===== src/rtl/lc_mem_pkg.sv =====
// Shared types and constants for the little_computer memory subsystem.
package lc_mem_pkg;

    typedef enum logic [1:0] {
        ARB_IDLE,
        ARB_ISSUE,
        ARB_WAIT,
        ARB_DONE
    } arb_state_t;

    localparam int unsigned DRAM_ADDR_W = 25;  // 13 row + 10 col + 2 bank
    localparam int unsigned DRAM_DATA_W = 16;

    localparam int unsigned REQ_LOADER = 0;
    localparam int unsigned REQ_IFETCH = 1;
    localparam int unsigned REQ_DATA   = 2;

endpackage


===== src/rtl/dram_arbiter_rr_pick.sv =====
// Combinational round-robin picker with optional absolute priority for port 0.
module rr_pick #(
    parameter int unsigned N     = 3,
    parameter int unsigned IDX_W = 2
) (
    input  logic [N-1:0]     req,
    input  logic [IDX_W-1:0] last,
    input  logic             prio0,
    output logic             any,
    output logic [IDX_W-1:0] winner
);

    logic             found;
    logic [IDX_W-1:0] cand;

    // Search upward from last+1 with wrap; port 0 pre-empts when prio0 is set.
    always_comb begin
        any    = |req;
        winner = '0;
        found  = 1'b0;
        cand   = '0;
        if (prio0 && req[0]) begin
            found = 1'b1;
        end
        for (int unsigned k = 1; k <= N; k++) begin
            cand = IDX_W'((32'(last) + k) % N);
            if (!found && req[cand]) begin
                winner = cand;
                found  = 1'b1;
            end
        end
    end

endmodule


===== src/rtl/dram_arbiter.sv =====
// Arbitrates the single-transaction SDRAM controller port among NUM_REQ requesters.
module dram_arbiter
    import lc_mem_pkg::*;
#(
    parameter int unsigned NUM_REQ = 3,
    parameter int unsigned ADDR_W  = DRAM_ADDR_W,
    parameter int unsigned DATA_W  = DRAM_DATA_W,
    parameter int unsigned TIMEOUT = 1024,
    parameter bit          PRIO0   = 1'b0
) (
    input  logic                       clk,
    input  logic                       rst,
    input  logic [NUM_REQ-1:0]         req_valid,
    input  logic [NUM_REQ-1:0]         req_we,
    input  logic [NUM_REQ*ADDR_W-1:0]  req_addr,
    input  logic [NUM_REQ*DATA_W-1:0]  req_wdata,
    output logic [NUM_REQ-1:0]         req_done,
    output logic [DATA_W-1:0]          req_rdata,
    input  logic                       ctrl_ready,
    output logic                       ctrl_cmd_valid,
    output logic                       ctrl_we,
    output logic [ADDR_W-1:0]          ctrl_addr,
    output logic [DATA_W-1:0]          ctrl_wdata,
    input  logic                       ctrl_done,
    input  logic [DATA_W-1:0]          ctrl_rdata,
    output logic                       busy,
    output logic [$clog2(NUM_REQ)-1:0] grant_id,
    output logic                       err_timeout
);

    localparam int unsigned IDX_W = $clog2(NUM_REQ);
    localparam int unsigned CNT_W = $clog2(TIMEOUT);

    arb_state_t       state;
    logic [IDX_W-1:0] last;
    logic [IDX_W-1:0] winner;
    logic [CNT_W-1:0] wd_cnt;

    logic             pick_any;
    logic [IDX_W-1:0] pick_idx;
    logic             sel_we;
    logic [ADDR_W-1:0] sel_addr;
    logic [DATA_W-1:0] sel_wdata;

    rr_pick #(
        .N     (NUM_REQ),
        .IDX_W (IDX_W)
    ) u_pick (
        .req    (req_valid),
        .last   (last),
        .prio0  (PRIO0),
        .any    (pick_any),
        .winner (pick_idx)
    );

    // Select the picked port's command fields from the packed request buses.
    always_comb begin
        sel_we    = 1'b0;
        sel_addr  = '0;
        sel_wdata = '0;
        for (int unsigned i = 0; i < NUM_REQ; i++) begin
            if (pick_idx == IDX_W'(i)) begin
                sel_we    = req_we[i];
                sel_addr  = req_addr[i*ADDR_W +: ADDR_W];
                sel_wdata = req_wdata[i*DATA_W +: DATA_W];
            end
        end
    end

    // Arbitration FSM; every output is a register updated on state transitions.
    always_ff @(posedge clk) begin
        if (rst) begin
            state          <= ARB_IDLE;
            last           <= IDX_W'(NUM_REQ - 1);
            winner         <= '0;
            wd_cnt         <= '0;
            req_done       <= '0;
            req_rdata      <= '0;
            ctrl_cmd_valid <= 1'b0;
            ctrl_we        <= 1'b0;
            ctrl_addr      <= '0;
            ctrl_wdata     <= '0;
            busy           <= 1'b0;
            grant_id       <= '0;
            err_timeout    <= 1'b0;
        end else begin
            ctrl_cmd_valid <= 1'b0;
            req_done       <= '0;
            case (state)
                ARB_IDLE: begin
                    if (ctrl_ready && pick_any) begin
                        winner         <= pick_idx;
                        grant_id       <= pick_idx;
                        ctrl_we        <= sel_we;
                        ctrl_addr      <= sel_addr;
                        ctrl_wdata     <= sel_wdata;
                        ctrl_cmd_valid <= 1'b1;
                        busy           <= 1'b1;
                        state          <= ARB_ISSUE;
                    end
                end
                ARB_ISSUE: begin
                    wd_cnt <= '0;
                    state  <= ARB_WAIT;
                end
                ARB_WAIT: begin
                    if (ctrl_done) begin
                        req_rdata <= ctrl_rdata;
                        last      <= winner;
                        req_done  <= NUM_REQ'(1) << winner;
                        state     <= ARB_DONE;
                    end else if (wd_cnt == CNT_W'(TIMEOUT - 1)) begin
                        req_rdata   <= '0;
                        err_timeout <= 1'b1;
                        req_done    <= NUM_REQ'(1) << winner;
                        state       <= ARB_DONE;
                    end else begin
                        wd_cnt <= wd_cnt + CNT_W'(1);
                    end
                end
                ARB_DONE: begin
                    busy  <= 1'b0;
                    state <= ARB_IDLE;
                end
                default: state <= ARB_IDLE;
            endcase
        end
    end

endmodule


===== config.mk =====
export PLATFORM = sky130hd
export DESIGN_NAME = dram_arbiter
export DESIGN_NICKNAME = d
export VERILOG_FILES = /design/src/rtl/lc_mem_pkg.sv /design/src/rtl/dram_arbiter_rr_pick.sv /design/src/rtl/dram_arbiter.sv
export SDC_FILE = /design/constraint.sdc
export NUM_CORES = 1
export LEC_CHECK = 0
export ABC_AREA = 1
export ABC_CLOCK_PERIOD_IN_PS = 2400
export CORE_AREA = 2 2 106 108
export DETAILED_ROUTE_END_ITERATION = 10
export DIE_AREA = 0 0 108 110
export PLACE_DENSITY_LB_ADDON = 0.05
export SLEW_MARGIN = 20
export SYNTH_ARGS = -nofsm -noshare
export SYNTH_HDL_FRONTEND = slang
export SYNTH_SLANG_ARGS = --single-unit
export TNS_END_PERCENT = 5

===== constraint.sdc =====
create_clock -name clk -period 2.4 [get_ports clk]
set_clock_uncertainty 0.2 [all_clocks]
set_input_delay 0.48 -clock clk [delete_from_list [all_inputs] [get_ports clk]]
set_output_delay 0.48 -clock clk [all_outputs]
set_load 0.005 [all_outputs]

==> impl_metrics.py, run 1 <==
metrics = {
    "run_status": {
        "status": "completed",
    },
    "timing": {
        "unrepaired_setup_endpoints_after_global_routing": "true",
        "fin_hold_viols": 0,
        "postLayoutSetupSlackWorst_ps": 121,
        "setup_violating_endpoint_count_in_the_final_report": 0,
        "final_max_tran_viols": 0,
        "worst_slew_margin_relative_to_its_limit_pct": 70.2,
        "final.min_clock_period_ps": 2280,
        "worstMarginPinSlew_ps": 447,
        "fin_crit_sh_pct": 95.0,
        "timing.fmax_mhz": 439,
        "setup_tns_ps": 0,
    },
    "floorplanning": {
        "initial_core_util_pct": 40.2,
        "core-area_um2": 10700,
        "die_h_um": 110,
        "fp.dieArea_um2": 11900,
        "fp.dieW_um": 108,
        "fp-row-count": 38,
        "io-pin-count": 215,
    },
    "worst_setup_path": {
        "setup.worst_path.start": "req_valid[2]",
        "worst_path_max_delay_cell": "sky130_fd_sc_hd__clkdlybuf4s50_1",
        "r2r-start": "last[0]",
        "crit_fanout": 12,
        "wp_depth": 13,
        "critical_path.startpoint_type": "input port",
        "cp.required_ps": 2490,
        "crit_chain": "clkdlybuf4s50_1 -> inv_2 -> o21ai_1 -> nand2_4 -> nand3_2 -> nand2_2 -> nor2_4 -> buf_12 -> clkbuf_16 -> nand2_1 -> nand2_1 -> nand3_1 -> a21oi_1",
        "timing.critical_path.mode_cell": "sky130_fd_sc_hd__nand2_1",
        "cp_endpoint_kind": "flop",
        "cp_top_family": "buffers and inverters",
        "setup.worst_path.class": "in -> reg",
        "worst-r2r-cell-count": 14,
        "critical_path.max_stage_delay_ps": 500,
        "cp.buffers_inverters": 4,
        "worst_ep_arrival_time_ps": 2370,
    },
    "cts": {
        "clock_insertion_delay_worst_skew_ps": 360,
        "clock_path_buffers": 2,
        "cts_buffer_count": 9,
        "cts.root.buffer_cell": "sky130_fd_sc_hd__clkbuf_8",
        "cts.htree.levels": 3,
        "tritoncts": "built",
        "cts_sinks": 80,
        "clkTransAtPathRegs_ps": 100,
    },
    "route": {
        "via_count": 4993,
        "route.detailed.vias_per_inst": 4.93,
        "ant_nets": 0,
        "routed_wl_um": 14400,
        "first_iter_violations": 264,
        "wire_per_inst_um": 14.2,
        "drcViolationCount": 0,
        "detail_route.first_pass.iterations": 4,
    },
    "synth": {
        "syn_nets": 802,
        "syn-cell-area_um2": 4300,
        "synth_area_per_cell_um2": 6.68,
        "postSynthCellCount": 644,
        "synth.ff_latch_count": 80,
        "yosys_warnings": 0,
        "unique_cell_type_count_in_the_yosys_netlist": 27,
        "part_of_the_yosys_area_used_for_sequential_elements_pct": 37.3,
    },
    "global_routing": {
        "grt_antenna_before_repair": 0,
        "wire_length_of_the_first_global_routing_pass_um": 22400,
        "gr-total-overflow": 0,
        "grt_pass1_vias": 4843,
        "groute.usage.overall_pct": 23.7,
        "grt_max_degree": 42,
    },
    "placement": {
        "finalWeightedCongestion": 0.813,
        "port_buffers": 214,
        "placement.setup.worst_slack_ps": -189,
        "place.detailed.instances": 989,
        "detailed_place_hpwl_um": 10600,
        "placedInstanceArea_um2": 6710,
    },
    "worst_hold_path": {
        "min-delay-path-class": "reg -> reg",
        "hold_depth": 2,
        "min_from": "req_rdata[4]",
    },
    "finish": {
        "area_of_all_placed_cells_without_fillers_um2": 7070,
        "n_antenna_cell": 0,
        "nets": 1026,
        "drive_gt1_share_pct": 9.16,
        "syn_to_final_growth_pct": 64.5,
        "layout.filler_cells": 982,
        "fin_cells": 1013,
    },
    "power": {
        "total_leakage_power_uw": 0.00298,
        "pwr_dens_nw_per_um2": 923,
        "vdd_drop_max_mv": 0.496,
    },
    "flow_run": {
        "cap_viol_max_count": 0,
    },
}
final cells by class:
| type | count | area [um^2] | share of cell area [%] |
|---|---|---|---|
| clock buffer | 9 | 124 | 1.75 |
| clock inverter | 7 | 77.6 | 1.10 |
| inverter | 51 | 191 | 2.71 |
| multi-input combinational | 478 | 2350 | 33.2 |
| sequential | 80 | 1600 | 22.7 |
| tap | 140 | 175 | 2.48 |
| timing repair buffer | 248 | 2550 | 36.1 |
path summary, 6_finish.rpt:
| kind | to | slack [ps] |
|---|---|---|
| hold / removal | req_rdata[4] | 260 |
| setup / recovery | ctrl_wdata[15] | 120 |
| setup reg to reg | ctrl_wdata[15] | 130 |
| hold reg to reg | req_rdata[4] | 260 |
timing repair:
action	in CTS	in global routing
resized for setup	2	8
gates cloned	0	3
setup endpoints to repair	11	36
pin swaps	0	4
buffers inserted	0	5
hold buffers	0	0
placed cells by master, fill, tap and decap left out, types with 2 or more instances in the layout:
cell type                         count
sky130_fd_sc_hd__dfxtp_1             78
sky130_fd_sc_hd__nand3_1             63
sky130_fd_sc_hd__o21a_1              34
sky130_fd_sc_hd__nand4_1              2
sky130_fd_sc_hd__nor2_1              23
sky130_fd_sc_hd__dfxtp_2              2
sky130_fd_sc_hd__clkdlybuf4s50_1    212
sky130_fd_sc_hd__ha_1                 8
sky130_fd_sc_hd__nor4_2               3
sky130_fd_sc_hd__nand3_2              7
sky130_fd_sc_hd__o21ai_1              2
sky130_fd_sc_hd__nor2_4               3
sky130_fd_sc_hd__buf_12               8
sky130_fd_sc_hd__nand2_1            232
sky130_fd_sc_hd__inv_6                3
sky130_fd_sc_hd__a21oi_1             77
sky130_fd_sc_hd__buf_4               22
sky130_fd_sc_hd__inv_2                4
sky130_fd_sc_hd__o21ai_0              9
sky130_fd_sc_hd__clkbuf_16            3
sky130_fd_sc_hd__inv_1               47
sky130_fd_sc_hd__nand2_2              6
sky130_fd_sc_hd__clkbuf_8             9
cell families after synthesis:
| kind of cell | Yosys count | share of synthesized area, % |
|---|---|---|
| xor gates and xnor gates | 1 | 0.204 |
| AOI/OAI and AO/OA | 125 | 16.7 |
| adders and majority gates | 9 | 2.62 |
| buffers and inverters | 86 | 8.76 |
| and+or+nand+nor | 343 | 34.5 |
| DFF | 80 | 37.3 |
power by group:
| part | switching (uW) | total, uW | internal (uW) |
|---|---|---|---|
| logic | 1840 | 3710 | 1870 |
| registers | 168 | 1780 | 1620 |
| clock network | 545 | 1040 | 492 |
| total | 2550 | 6530 | 3970 |
flip-flops by register name (all words and copies together), names as in the netlist:
register,cells
req_rdata,16
wd_cnt,10
ctrl_wdata,16
err_timeout,1
ctrl_addr,25
busy,1
req_done,3
ctrl_we,1
state,2
winner,2
last,2
ctrl_cmd_valid,1
worst reg2reg max path, cell delays in order (launching register included):
cell                        delay (ps)
sky130_fd_sc_hd__dfxtp_2           360
sky130_fd_sc_hd__inv_2              50
sky130_fd_sc_hd__ha_4              300
sky130_fd_sc_hd__nand2_1            80
sky130_fd_sc_hd__nand3_2           110
sky130_fd_sc_hd__nand2_4            80
sky130_fd_sc_hd__nand3_2           100
sky130_fd_sc_hd__nand2_2            70
sky130_fd_sc_hd__nor2_4            260
sky130_fd_sc_hd__buf_12            150
sky130_fd_sc_hd__clkbuf_16         150
sky130_fd_sc_hd__nand2_1            60
sky130_fd_sc_hd__nand2_1            60
sky130_fd_sc_hd__nand3_1            70
sky130_fd_sc_hd__a21oi_1           120
layer usage:
metal | routed length [um] | up-vias | track usage, %
li1 | - | 2526 | -
met1 | 5830 | 2258 | 27.2
met2 | 6990 | 179 | 41.0
met3 | 1180 | 30 | 7.41
met4 | 420 | 0 | 10.2
met5 | 0 | - | 0
metrics by stage:
stage	util, %	hold slack, ps	power (uW)
global route	66.1	286	7040
floorplan	-	247	3760
finish	66.1	264	6530
detailed placement	62.7	253	5280
global placement	62.7	248	5190
CTS	64.7	267	6350
Yosys cell counts (all sizes together):
cell,n,area [um^2]
nand2,239,912
dfxtp,80,1600
a21oi,77,385
nand3,70,380
inv,51,191
o21a,34,255
nor2,27,126
buf,19,125
clkbuf,16,60.1
o21ai,11,55.1
ha,9,113
nor4,3,37.5
nand4,2,12.5
a31o,1,8.76
a31oi,1,6.26
nand3b,1,7.51
nor3,1,5.00
o211ai,1,7.51
xor2,1,8.76
(Power assumes the default switching activity.)
==> inputs of run 2 (changes only) <==
Settings changed: ABC_CLOCK_PERIOD_IN_PS 2400 to 2270.
Clock period 2.4 ns to 2.27 ns, I/O delays scaled along.
==> run 2 against run 1 <==
Core utilization grew 1.2 points. Final area grew 1.9%. Die area is the same. Register-to-register slack lost 90 ps. Sequential power grew 6%. Flip-flop and latch count is the same. Cell count is essentially flat. Clock power is essentially flat. Critical path type is now reg -> reg. Highest routed layer unchanged.
==> impl_metrics.py, run 2 (synthesis results as in run 1) <==
metrics = {
    "placement": {
        "place.detailed.instances": 989,
        "finalWeightedCongestion": 0.812,
        "placement.setup.worst_slack_ps": -303,
        "port_buffers": 214,
        "detailed_place_hpwl_um": 10500,
    },
    "floorplanning": {
        "fp-row-count": 38,
        "die_h_um": 110,
        "initial_core_util_pct": 40.2,
        "core-area_um2": 10700,
        "fp.dieW_um": 108,
        "fp.dieArea_um2": 11900,
        "io-pin-count": 215,
    },
    "global_routing": {
        "grt_max_degree": 42,
        "groute.usage.overall_pct": 23.6,
        "gr-total-overflow": 0,
        "wire_length_of_the_first_global_routing_pass_um": 22200,
        "grt_pass1_vias": 4753,
        "grt_antenna_before_repair": 0,
    },
    "timing": {
        "worstMarginPinSlew_ps": 461,
        "final.min_clock_period_ps": 2230,
        "final_max_tran_viols": 0,
        "timing.fmax_mhz": 449,
        "fin_hold_viols": 0,
        "unrepaired_setup_endpoints_after_global_routing": "true",
        "worst_slew_margin_relative_to_its_limit_pct": 69.2,
        "postLayoutSetupSlackWorst_ps": 44.5,
        "fin_crit_sh_pct": 98.0,
        "setup_violating_endpoint_count_in_the_final_report": 0,
    },
    "worst_hold_path": {
        "min-delay-path-class": "reg -> reg",
    },
    "route": {
        "route.met2.wl_um": 7130,
        "route.detailed.vias_per_inst": 4.95,
        "wire_per_inst_um": 14.4,
        "drcViolationCount": 0,
        "ant_nets": 0,
        "first_iter_violations": 206,
        "via_count": 5019,
        "highest-signal-layer": "met4",
        "detail_route.first_pass.iterations": 5,
        "met3_wirelength_um": 1170,
        "m1WireLength_um": 6000,
        "routed_wl_um": 14600,
    },
    "cts": {
        "cts.htree.levels": 3,
        "tritoncts": "built",
        "cts_buffer_count": 9,
        "clkTransAtPathRegs_ps": 90,
        "cts_hold_buf": 0,
        "clock_path_buffers": 2,
        "cts_sinks": 80,
        "clock_insertion_delay_worst_skew_ps": 360,
        "cts.root.buffer_cell": "sky130_fd_sc_hd__clkbuf_8",
    },
    "power": {
        "vdd_drop_max_mv": 0.452,
        "fin_total_pwr_uw": 7040,
        "total_leakage_power_uw": 0.00299,
        "pwr_dens_nw_per_um2": 978,
    },
    "worst_setup_path": {
        "critical_path.max_stage_delay_ps": 340,
        "cp.required_ps": 2360,
        "cp_endpoint_kind": "flop",
        "worst_ep_arrival_time_ps": 2320,
        "setup.worst_path.start": "last[0]",
        "setup.worst_path.class": "reg -> reg",
        "worst_setup_path_endpoint": "ctrl_wdata[2]",
        "ff2ff_setup_slack_ps": 40,
        "crit-reg2reg-capture": "ctrl_wdata[2]",
        "worst-r2r-cell-count": 14,
        "worst_path_max_delay_cell": "sky130_fd_sc_hd__dfxtp_2",
        "crit_fanout": 8,
        "critical_path.startpoint_type": "flop",
        "r2r-start": "last[0]",
        "crit_chain": "inv_2 -> ha_4 -> inv_4 -> nand2_2 -> nand3_2 -> nand2_4 -> nand3_4 -> nand2_4 -> nor2_4 -> buf_12 -> buf_12 -> o21a_1 -> nand2_1 -> a21oi_2",
    },
    "finish": {
        "n_antenna_cell": 0,
        "largestRegisters": "ctrl_addr: 25 flops, ctrl_wdata: 16 flops, req_rdata: 16 flops",
        "fin_cells": 1014,
        "max_flop_register": "ctrl_addr",
        "syn_to_final_growth_pct": 67.6,
        "drive_gt1_share_pct": 10.9,
        "largest_register_ffs": 25,
        "nets": 1027,
        "most_common_cell_after_layout_fill_and_taps_aside": "sky130_fd_sc_hd__nand2_1",
        "leading_cell_types_in_the_layout_fill_and_taps_excluded": "sky130_fd_sc_hd__nand2_1 (231), sky130_fd_sc_hd__clkdlybuf4s50_1 (212), sky130_fd_sc_hd__dfxtp_1 (78), sky130_fd_sc_hd__a21oi_1 (68), sky130_fd_sc_hd__nand3_1 (63)",
    },
    "run_status": {
        "status": "completed",
    },
    "flow_run": {
        "cap_viol_max_count": 0,
    },
}
## run 2: cell count changes in the layout (fill, tap and decap cells not counted), sizes merged
cell,before,now
inv,54,52
clkbuf,12,14
clkinvlp,1,2
## run 2: layout make-up
cell class	instances	area (um^2)
clock buffers	10	128
inverters	51	194
fillers	927	3490
multi-input cells	478	2450
repair buffers	249	2580
flip-flops and latches	80	1600
well taps	140	175
clock inverters	6	67.6
## run 2: worst min path at each step
stage | start | end | slack [ps] | cells past startpoint
after floorplan | wd_cnt[0] | wd_cnt[0] | 250 | 1
after global placement | req_rdata[9] | req_rdata[9] | 250 | 2
after detailed placement | req_rdata[9] | req_rdata[9] | 250 | 2
after CTS | rst | req_done[2] | 230 | 2
after global routing | rst | req_done[2] | 280 | 2
final | req_rdata[14] | req_rdata[14] | 270 | 2
## run 2: worst max-delay path, delay by kind of cell (launching register included)
family | cells | cell delay (ps)
AOI/OAI and AO/OA | 2 | 250
and+or+nand+nor | 7 | 680
buffers and inverters | 4 | 420
adders and majority gates | 1 | 270
DFF | 1 | 340
## run 2: through the flow
| step | hold slack, ps | setup TNS, ps | instance area (um^2) | utilization [%] |
|---|---|---|---|---|
| 5_1_grt | 284 | -1680 | 7200 | 67.3 |
| 3_5_place_dp | 254 | -10260 | 6720 | 62.9 |
| 3_3_place_gp | 249 | -6060 | 6720 | 62.9 |
| 6_report | 267 | 0 | 7200 | 67.3 |
| 2_1_floorplan | 247 | 0 | 4300 | - |
| 4_1_cts | 226 | 0 | 6940 | 64.9 |
## run 2: where the power goes
group          switching [uW]  internal [uW]
clock network             558            513
logic                    2030           2050
registers                 185           1710
total                    2770           4270
## run 2: layer usage
layer	track usage (%)	vias up
met3	7.82	31
met1	26.7	2289
met4	7.60	0
met5	0	-
met2	42.1	173
li1	-	2526
## run 2: timing repair
action | in CTS | in global routing
cloned | 0 | 4
setup endpoints to repair | 35 | 66
gates resized for setup | 3 | 32
setup buffers | 1 | 4
pin swaps | 3 | 10
endpoints found under the hold margin | 0 | 0
==> inputs of run 3 (changes only) <==
Settings changed: CORE_AREA 2 2 106 108 to 2 2 85 87, DIE_AREA 0 0 108 110 to 0 0 87 89, DONT_BUFFER_PORTS set to 1, SETUP_SLACK_MARGIN set to 0.1.
==> run 3 against run 2 <==
The run now ends with negative hold slack, negative setup slack left. Setup slack got worse by 170 ps. Die area fell by 35%. Final area fell by 29%. Non-clock buffer count fell by 219. Flip-flop and latch count did not move. Critical path depth fell by 1. Count of clock-buffer cells in the layout did not move. Via count fell by 13%. Sequential power rose by 5%. Maximum frequency fell by 7.0%. Critical path type unchanged. Critical endpoint is now ctrl_addr[10]. Largest power group unchanged.
==> impl_metrics.py, run 3 (synthesis results as in run 1) <==
metrics = {
    "timing": {
        "timing.fmax_mhz": 418,
        "setup_violating_endpoint_count_in_the_final_report": 10,
        "worstMarginPinSlew_ps": 425,
        "final.min_clock_period_ps": 2390,
        "postLayoutSetupSlackWorst_ps": -124,
        "fin_hold_viols": 25,
        "unrepaired_setup_endpoints_after_global_routing": "true",
        "worst_slew_margin_relative_to_its_limit_pct": 71.7,
        "fin_crit_sh_pct": 105,
        "hold-worst-slack_ps": -41.2,
        "final_max_tran_viols": 0,
    },
    "flow_run": {
        "cap_viol_max_count": 0,
    },
    "worst_hold_path": {
        "hold_depth": 1,
        "min-delay-path-class": "in -> reg",
    },
    "cts": {
        "clock_path_buffers": 2,
        "cts.htree.levels": 3,
        "cts_buffer_count": 9,
        "tritoncts": "built",
        "cts.root.buffer_cell": "sky130_fd_sc_hd__clkbuf_8",
        "cts_sinks": 80,
        "cts_hold_buf": 1,
        "clock_insertion_delay_worst_skew_ps": 350,
        "clkTransAtPathRegs_ps": 90,
    },
    "power": {
        "vdd_drop_max_mv": 0.686,
        "total_leakage_power_uw": 0.00219,
        "pwr_dens_nw_per_um2": 1270,
    },
    "route": {
        "route.detailed.vias_per_inst": 5.94,
        "route.met2.wl_um": 6400,
        "highest-signal-layer": "met4",
        "ant_nets": 0,
        "m1WireLength_um": 5140,
        "met3_wirelength_um": 1210,
        "via_count": 4378,
        "routed_wl_um": 13200,
        "detail_route.first_pass.iterations": 5,
        "wire_per_inst_um": 17.9,
        "drcViolationCount": 0,
        "first_iter_violations": 213,
    },
    "finish": {
        "layout.filler_cells": 508,
        "n_antenna_cell": 0,
        "leading_cell_types_in_the_layout_fill_and_taps_excluded": "sky130_fd_sc_hd__nand2_1 (221), sky130_fd_sc_hd__dfxtp_1 (77), sky130_fd_sc_hd__a21oi_1 (62), sky130_fd_sc_hd__nand3_1 (56), sky130_fd_sc_hd__inv_1 (46)",
        "nets": 810,
        "area_of_all_placed_cells_without_fillers_um2": 5090,
        "drive_gt1_share_pct": 17.7,
        "syn_to_final_growth_pct": 18.3,
        "most_common_cell_after_layout_fill_and_taps_aside": "sky130_fd_sc_hd__nand2_1",
        "max_flop_register": "ctrl_addr",
        "largestRegisters": "ctrl_addr: 25 flops, ctrl_wdata: 16 flops, req_rdata: 16 flops",
        "largest_register_ffs": 25,
    },
    "worst_setup_path": {
        "cp_endpoint_kind": "flop",
        "worst_path_max_delay_cell": "sky130_fd_sc_hd__dfxtp_2",
        "timing.critical_path.mode_cell": "sky130_fd_sc_hd__nand2_1",
        "worst-r2r-cell-count": 13,
        "worst_ep_arrival_time_ps": 2450,
        "setup.worst_path.class": "reg -> reg",
        "cp.required_ps": 2320,
        "crit_chain": "buf_4 -> ha_2 -> inv_1 -> nand3_2 -> nand2_4 -> buf_6 -> nand4_1 -> nand3_4 -> clkbuf_16 -> nand2_1 -> nand3_1 -> nand2_1 -> a21oi_1",
        "critical_path.startpoint_type": "flop",
        "crit_fanout": 6,
        "critical_path.max_stage_delay_ps": 330,
    },
    "floorplanning": {
        "die_h_um": 89,
        "initial_core_util_pct": 64.0,
        "core-area_um2": 6720,
        "fp.dieArea_um2": 7740,
        "fp-row-count": 30,
        "fp.dieW_um": 87,
        "io-pin-count": 215,
    },
    "placement": {
        "detailed_place_hpwl_um": 8380,
        "port_buffers": 0,
        "placedInstanceArea_um2": 4390,
        "finalWeightedCongestion": 0.902,
    },
    "run_status": {
        "failed_checks": "negative hold slack, negative setup slack",
        "status": "finished, violations left",
    },
    "global_routing": {
        "grt_max_degree": 71,
        "gr-total-overflow": 0,
        "grt_antenna_before_repair": 0,
        "wire_length_of_the_first_global_routing_pass_um": 18700,
        "grt_pass1_vias": 3986,
        "groute.usage.overall_pct": 30.5,
    },
}
-- run 3: final cells by class --
cell class              instances  area (um^2)  area share (%)
clock buffers                  10          138            2.71
repair buffers                 30          464            9.12
multi-input cells             480         2530            49.8
clock inverters                 6         50.0           0.984
well taps                      80          100            1.97
inverters                      51          198            3.89
flip-flops and latches         80         1610            31.6
-- run 3: stage by stage --
step	worst slack [ps]	std cells	setup TNS [ps]	power (uW)	util, %
after floorplan	164	644	0	3970	-
after detailed placement	-44.8	702	-147	4600	65.3
after global routing	-287	737	-4340	6900	75.7
after CTS	79.4	730	0	5970	71.2
after global placement	55.5	702	0	4510	65.3
final	-124	737	-288	6450	75.7
-- run 3: timing repair --
action,CTS,global route
endpoints found under the hold margin,67,66
cloned,3,6
setup endpoints to repair,42,73
buffers inserted,8,1
gates resized for setup,13,50
pin swaps,7,7
-- run 3: final timing paths --
path / startpoint / endpoint / slack (ps)
max: last[0] / ctrl_addr[10] / -120
min: rst / req_rdata[11] / -40
max reg2reg: last[0] / ctrl_addr[10] / -120
min reg2reg: wd_cnt[0] / wd_cnt[0] / 250
-- run 3: routing by layer --
layer | vias to the layer above | global-route usage (%)
met5 | - | 0
met1 | 1994 | 35.7
met2 | 231 | 52.7
met3 | 45 | 9.79
li1 | 2108 | -
met4 | 0 | 10.9
-- run 3: report_power, final --
part | internal [uW] | leakage [uW] | switching (uW)
Sequential | 1710 | 0.000652 | 282
Clock | 438 | 0.0000895 | 547
Combinational | 1560 | 0.00145 | 1920
-- run 3: critical path, delay by kind of cell (launching register included) --
kind	cells	cell delay, ps
fa+ha+maj	1	200
flops	1	330
buf+inv	4	520
simple gates	7	850
compound gates	1	200
==> RTL edit 1, RTL diff (config.mk and constraints of run 3) <==
Reset style: asynchronous (`rst`), changed in one clocked block.
--- a/src/rtl/dram_arbiter.sv
+++ b/src/rtl/dram_arbiter.sv
@@ -68,7 +68,7 @@
     end
 
     // Arbitration FSM; every output is a register updated on state transitions.
-    always_ff @(posedge clk) begin
+    always_ff @(posedge clk or posedge rst) begin
         if (rst) begin
             state          <= ARB_IDLE;
             last           <= IDX_W'(NUM_REQ - 1);
Check against the original RTL: differs if rst is asserted again (counterexample within 4 cycles, from zero or initial values and one cycle with rst high); with rst held inactive, the same outputs for 4 cycles.
==> RTL edit 1 against run 3 <==
- the run ends with negative setup slack left
- synthesized area grew 6.9%
- wire length rose by 2.8%
- power is 41% higher
- fmax fell by 2.3%
- utilization grew 6.6 points
- final area rose by 8.7%
- sequential power up 28%
- sequential cell count is the same
- worst setup slack worse by 56 ps
- count of clock-buffer cells in the layout decreased by 1
- largest power group unchanged
==> RTL edit 1: results (changes against run 3) <==
| Metric | Value |
|---|---|
| Crit path DAT | 2500 ps (was 2450 ps) |
| First-pass GRT wire length | 17.74 mm (was 18.73 mm) |
| Sequential area share after synthesis | 43.58% (was 37.25%) |
| Worst skew pair latency | 360 ps |
| Layout Nets | 839 (was 810) |
| Initial DRC Count | 328 (was 213) |
| Maximum buffer depth of the clock tree | 2 (unchanged) |
| HPWL after detailed placement | 8.752 mm (was 8.381 mm) |
| N_diodes | 0 (unchanged) |
| Placer congestion estimate | 0.8215 (was 0.9022) |
| Number of fill cells in the layout | 458 (was 508) |
| Drt pass-1 iters | 5 (unchanged) |
| Share of layout cells above drive strength 1 | 16.62% (was 17.66%) |
| Leakage | 2.970 nW (was 2.195 nW) |
| Avg WL per Cell | 17.68 um (was 17.87 um) |
| Final setup viols | 42 (was 10) |
| Failing checks | negative setup slack (was negative hold slack, negative setup slack) |
| Outcome | complete, but fails checks (unchanged) |
| DRC Markers | 0 (unchanged) |
| GRT Resource Usage Total | 29.56% (was 30.51%) |
| Synth Instances | 651 (was 644) |
| Vias in the first global route | 3819 (was 3986) |
| Post-synth cell types | 32 (was 27) |
| Mapped Nets | 809 (was 802) |
| IO buf count | 0 (unchanged) |
| Hold Path Class | input pin to flop (unchanged) |
| Async set-or-reset flop fraction in the synthesized netlist | 100.0% (was 0%) |
| TritonCTS Buffers | 9 (unchanged) |
| PnR worst setup slack | -179.7 ps (was -124.1 ps) |
| Average vias per placed instance | 5.915 (was 5.940) |
| Slew HR | 59.12% (was 71.70%) |
| Dpl cells | 727 (was 702) |
| Worst hold path depth | 2 (was 1) |
| Largest net degree at the start of global routing | 74 (was 71) |
| Top cells by area, synth | dfrtp_1 (43%), nand2_1 (22%), nand3_1 (7.9%) (was dfxtp_1 (37%), nand2_1 (20%), a21oi_1 (9.0%)) |
| Critical Path Fanout Max | 8 (was 6) |
| CTS clock-pin slew for the worst setup and hold paths | 100 ps |
| Yosys warning total | 0 (unchanged) |
| Top flop regs | ctrl_addr: 25 flops, ctrl_wdata: 16 flops, req_rdata: 16 flops (unchanged) |
| Total gr overflow | 0 (unchanged) |
| Initial antenna violation count | 0 (unchanged) |
| Commonest cells post-synth | nand2_1 (271), dfrtp_1 (79), nand3_1 (73), nor2_1 (69), inv_1 (43) (was nand2_1 (233), dfxtp_1 (80), a21oi_1 (77), nand3_1 (64), inv_1 (48)) |
| Reg2reg path depth | 14 (was 13) |
| Clock root cell | clkbuf_8 (unchanged) |
| Vias | 4531 (was 4378) |
| Peak supply drop | 0.0008174 V (was 0.0006865 V) |
| H-tree depth | 3 (unchanged) |
-- RTL edit 1: cell count changes after synthesis, moves of 6 or more --
| cell | change |
|---|---|
| dfxtp_1 | -80 |
| a21oi_1 | -70 |
| nand2_1 | +38 |
| nor2_1 | +46 |
| dfrtp_1 | +79 |
| nand3_1 | +9 |
| o21a_1 | -32 |
| nand4_1 | +6 |
-- RTL edit 1: final cells by class --
cell class,instances,share of cell area [%]
Clock buffer,9,2.240
Clock inverter,7,1.539
Inverter,47,3.349
Multi-Input combinational cell,494,42.72
Sequential cell,80,36.23
Tap cell,80,1.810
Timing Repair Buffer,49,12.11
-- RTL edit 1: per-layer routing --
metal / global-route usage (%) / share of wire [%] / up-vias
li1: - / - / 2100
met1: 35.32 / 35 / 2081
met2: 50.52 / 51 / 305
met3: 8.864 / 11 / 45
met4: 11.36 / 3.6 / 0
met5: 0 / 0 / -
-- RTL edit 1: final timing paths --
check,start,endpoint,slack [ps]
worst max-delay path,last[1],ctrl_addr[22],-180
worst min-delay path,ctrl_done,req_rdata[4],7
worst max register to register,last[1],ctrl_addr[22],-180
worst min register to register,wd_cnt[6],wd_cnt[6],310
max in group asynchronous,rst,last[1],790
min in group asynchronous,rst,ctrl_addr[20],440
-- RTL edit 1: cells by family after synthesis --
family / share of synthesized area (%)
simple gates: 41.94
compound gates: 4.028
flops: 43.58
xor+xnor: 0.1906
fa+ha+maj: 2.450
buf+inv: 7.811
-- RTL edit 1: worst max-delay path, cell delays in order (launching register included) --
cell	delay, ps
dfstp_2	580
ha_4	240
nand2_2	70
nand2_2	50
nand2_2	80
nand2_4	80
buf_4	140
buf_4	130
nand4_2	100
nand3_4	160
buf_12	200
nand2_1	50
nand3_1	80
nand2_1	110
nand2_1	80
-- RTL edit 1: what timing repair did --
item | in CTS | in global routing
setup buffers | 0 | 12
hold endpoints to repair | 22 | 0
pin swaps | 2 | 27
hold buffers | 1 | 0
cloned | 0 | 10
gates resized for setup | 9 | 35
setup endpoints to repair | 44 | 73
-- RTL edit 1: metrics by stage --
step	setup slack (ps)	area (um^2)	setup TNS (ps)	hold slack (ps)
CTS	3.093	5089	0	1.462
detailed placement	-76.81	4838	-907.6	222.2
global placement	0.5240	4838	0	223.1
floorplan	40.36	4601	0	263.8
global route	-300.7	5529	-8894	5.305
finish	-179.7	5529	-4611	7.255
-- RTL edit 1: where the power goes --
| part | total, mW | internal [mW] | switching, mW |
|---|---|---|---|
| Clock | 1.14 | 0.534 | 0.601 |
| Combinational | 5.39 | 2.48 | 2.91 |
| Sequential | 2.55 | 2.02 | 0.533 |
==> RTL edit 2, RTL diff (flow settings as in run 3) <==
Without the edit above. `PRIO0`: 1'b0 -> 1'b1.
--- a/src/rtl/dram_arbiter.sv
+++ b/src/rtl/dram_arbiter.sv
@@ -6,7 +6,7 @@
     parameter int unsigned ADDR_W  = DRAM_ADDR_W,
     parameter int unsigned DATA_W  = DRAM_DATA_W,
     parameter int unsigned TIMEOUT = 1024,
-    parameter bit          PRIO0   = 1'b0
+    parameter bit          PRIO0   = 1'b1
 ) (
     input  logic                       clk,
     input  logic                       rst,
Check against the original RTL: not equivalent (Yosys sat finds a counterexample within 10 cycles, from zero or initial values and one cycle with rst high).
==> RTL edit 2 against run 3 <==
- worst setup slack gained 160 ps
- final area down 6.8%
- wire length decreased by 7.3%
- clock power is 14% higher
- utilization down 5.1 points
- via count is 9.5% lower
- sequential cell count is the same
- synthesized area fell by 6.1%
- die area stayed put
- highest routed layer unchanged
- critical path type unchanged
- power decreased by 18%
==> RTL edit 2: results (changes against run 3) <==
| Metric | Value |
|---|---|
| Placer congestion estimate | 0.8661 (was 0.9022) |
| Outcome | finished clean (was complete, but fails checks) |
| Layout Nets | 706 (was 810) |
| GRT Resource Usage Total | 28.44% (was 30.51%) |
| Largest net degree at the start of global routing | 48 (was 71) |
| Max incr delay on CP | 380 ps (was 330 ps) |
| Top cells by area, synth | dfxtp_1 (40%), a21oi_1 (9.5%), nand2_1 (9.4%) (was dfxtp_1 (37%), nand2_1 (20%), a21oi_1 (9.0%)) |
| Crit path DAT | 2300 ps (was 2450 ps) |
| Worst path slowest cell | dfxtp_4 (was dfxtp_2) |
| DR WL met3 | 1.105 mm (was 1.210 mm) |
| Top delay family on crit path | buffers and inverters (was simple AND/OR/NAND/NOR gates) |
| Met2 Use GR | 47.81% (was 52.67%) |
| Reg2reg path depth | 15 (was 13) |
| Number of fill cells in the layout | 540 (was 508) |
| Grt met3 use | 8.957% (was 9.788%) |
| Worst hold path depth | 2 (was 1) |
| Mapped Nets | 693 (was 802) |
| Initial DRC Count | 184 (was 213) |
| Final wirelength | 12.21 mm (was 13.17 mm) |
| Leakage | 1.919 nW (was 2.195 nW) |
| Sequential share of power | 37.2% (was 30.9%) |
| HPWL after detailed placement | 7.928 mm (was 8.381 mm) |
| Met2 WL | 6.270 mm (was 6.398 mm) |
| Metal-1 WL | 4.498 mm (was 5.139 mm) |
| Pre-CTS setup slack | -270.9 ps (was -44.84 ps) |
| First-pass GRT wire length | 17.54 mm (was 18.73 mm) |
| Slew @ Worst Pin | 486.1 ps (was 424.5 ps) |
| Share of layout cells above drive strength 1 | 21.38% (was 17.66%) |
| Peak supply drop | 0.0005291 V (was 0.0006865 V) |
| Vias in the first global route | 3625 (was 3986) |
| Commonest cells post-synth | nand2_1 (101), dfxtp_1 (80), a21oi_1 (77), o21ai_0 (48), nand3_1 (47) (was nand2_1 (233), dfxtp_1 (80), a21oi_1 (77), nand3_1 (64), inv_1 (48)) |
## RTL edit 2: cell types whose count changed after synthesis, sizes merged, moves of 3 or more
cell | before | now
inv | 51 | 32
a31oi | 1 | 41
o21a | 34 | 0
nand2 | 239 | 103
buf | 19 | 22
nor2 | 27 | 17
o21ai | 11 | 52
## RTL edit 2: final timing paths
kind | startpoint | slack [ps] | end
worst max register to register | last[1] | 30 | ctrl_addr[1]
worst max-delay path | last[1] | 30 | ctrl_addr[1]
worst min-delay path | ctrl_rdata[10] | 30 | req_rdata[10]
worst min register to register | wd_cnt[0] | 260 | wd_cnt[0]
## RTL edit 2: timing repair
action | CTS | global route
endpoints found under the setup margin | 43 | 56
resized for setup | 19 | 23
pin swaps | 3 | 37
buffers inserted | 4 | 1
cloned | 3 | 2
hold endpoints to repair | 29 | 29
## RTL edit 2: final cells by class
class	count	area, um^2	area share [%]
clock buffer	9	123.9	2.612
clock inverter	7	83.83	1.768
inverter	32	125.1	2.639
multi-input combinational	386	2226	46.94
sequential	80	1609	33.93
tap	80	100.1	2.111
timing repair buffer	38	474.2	10.00
## RTL edit 2: through the flow
step	std cells	power [mW]	area, um^2	util (%)
floorplan	534	3.282	4038	-
global route	632	5.604	4742	70.58
global placement	604	3.713	4165	61.99
detailed placement	605	3.782	4193	62.40
finish	632	5.276	4742	70.58
CTS	628	5.108	4577	68.12
## RTL edit 2: cells by family after synthesis
kind of cell             Yosys count  synth area share [%]
buffers and inverters             69                 8.553
AND/OR/NAND/NOR                  201                 25.32
AO/OA/AOI/OAI                    174                 23.37
adder cells (fa/ha/maj)           10                 3.099
flip-flops                        80                 39.67
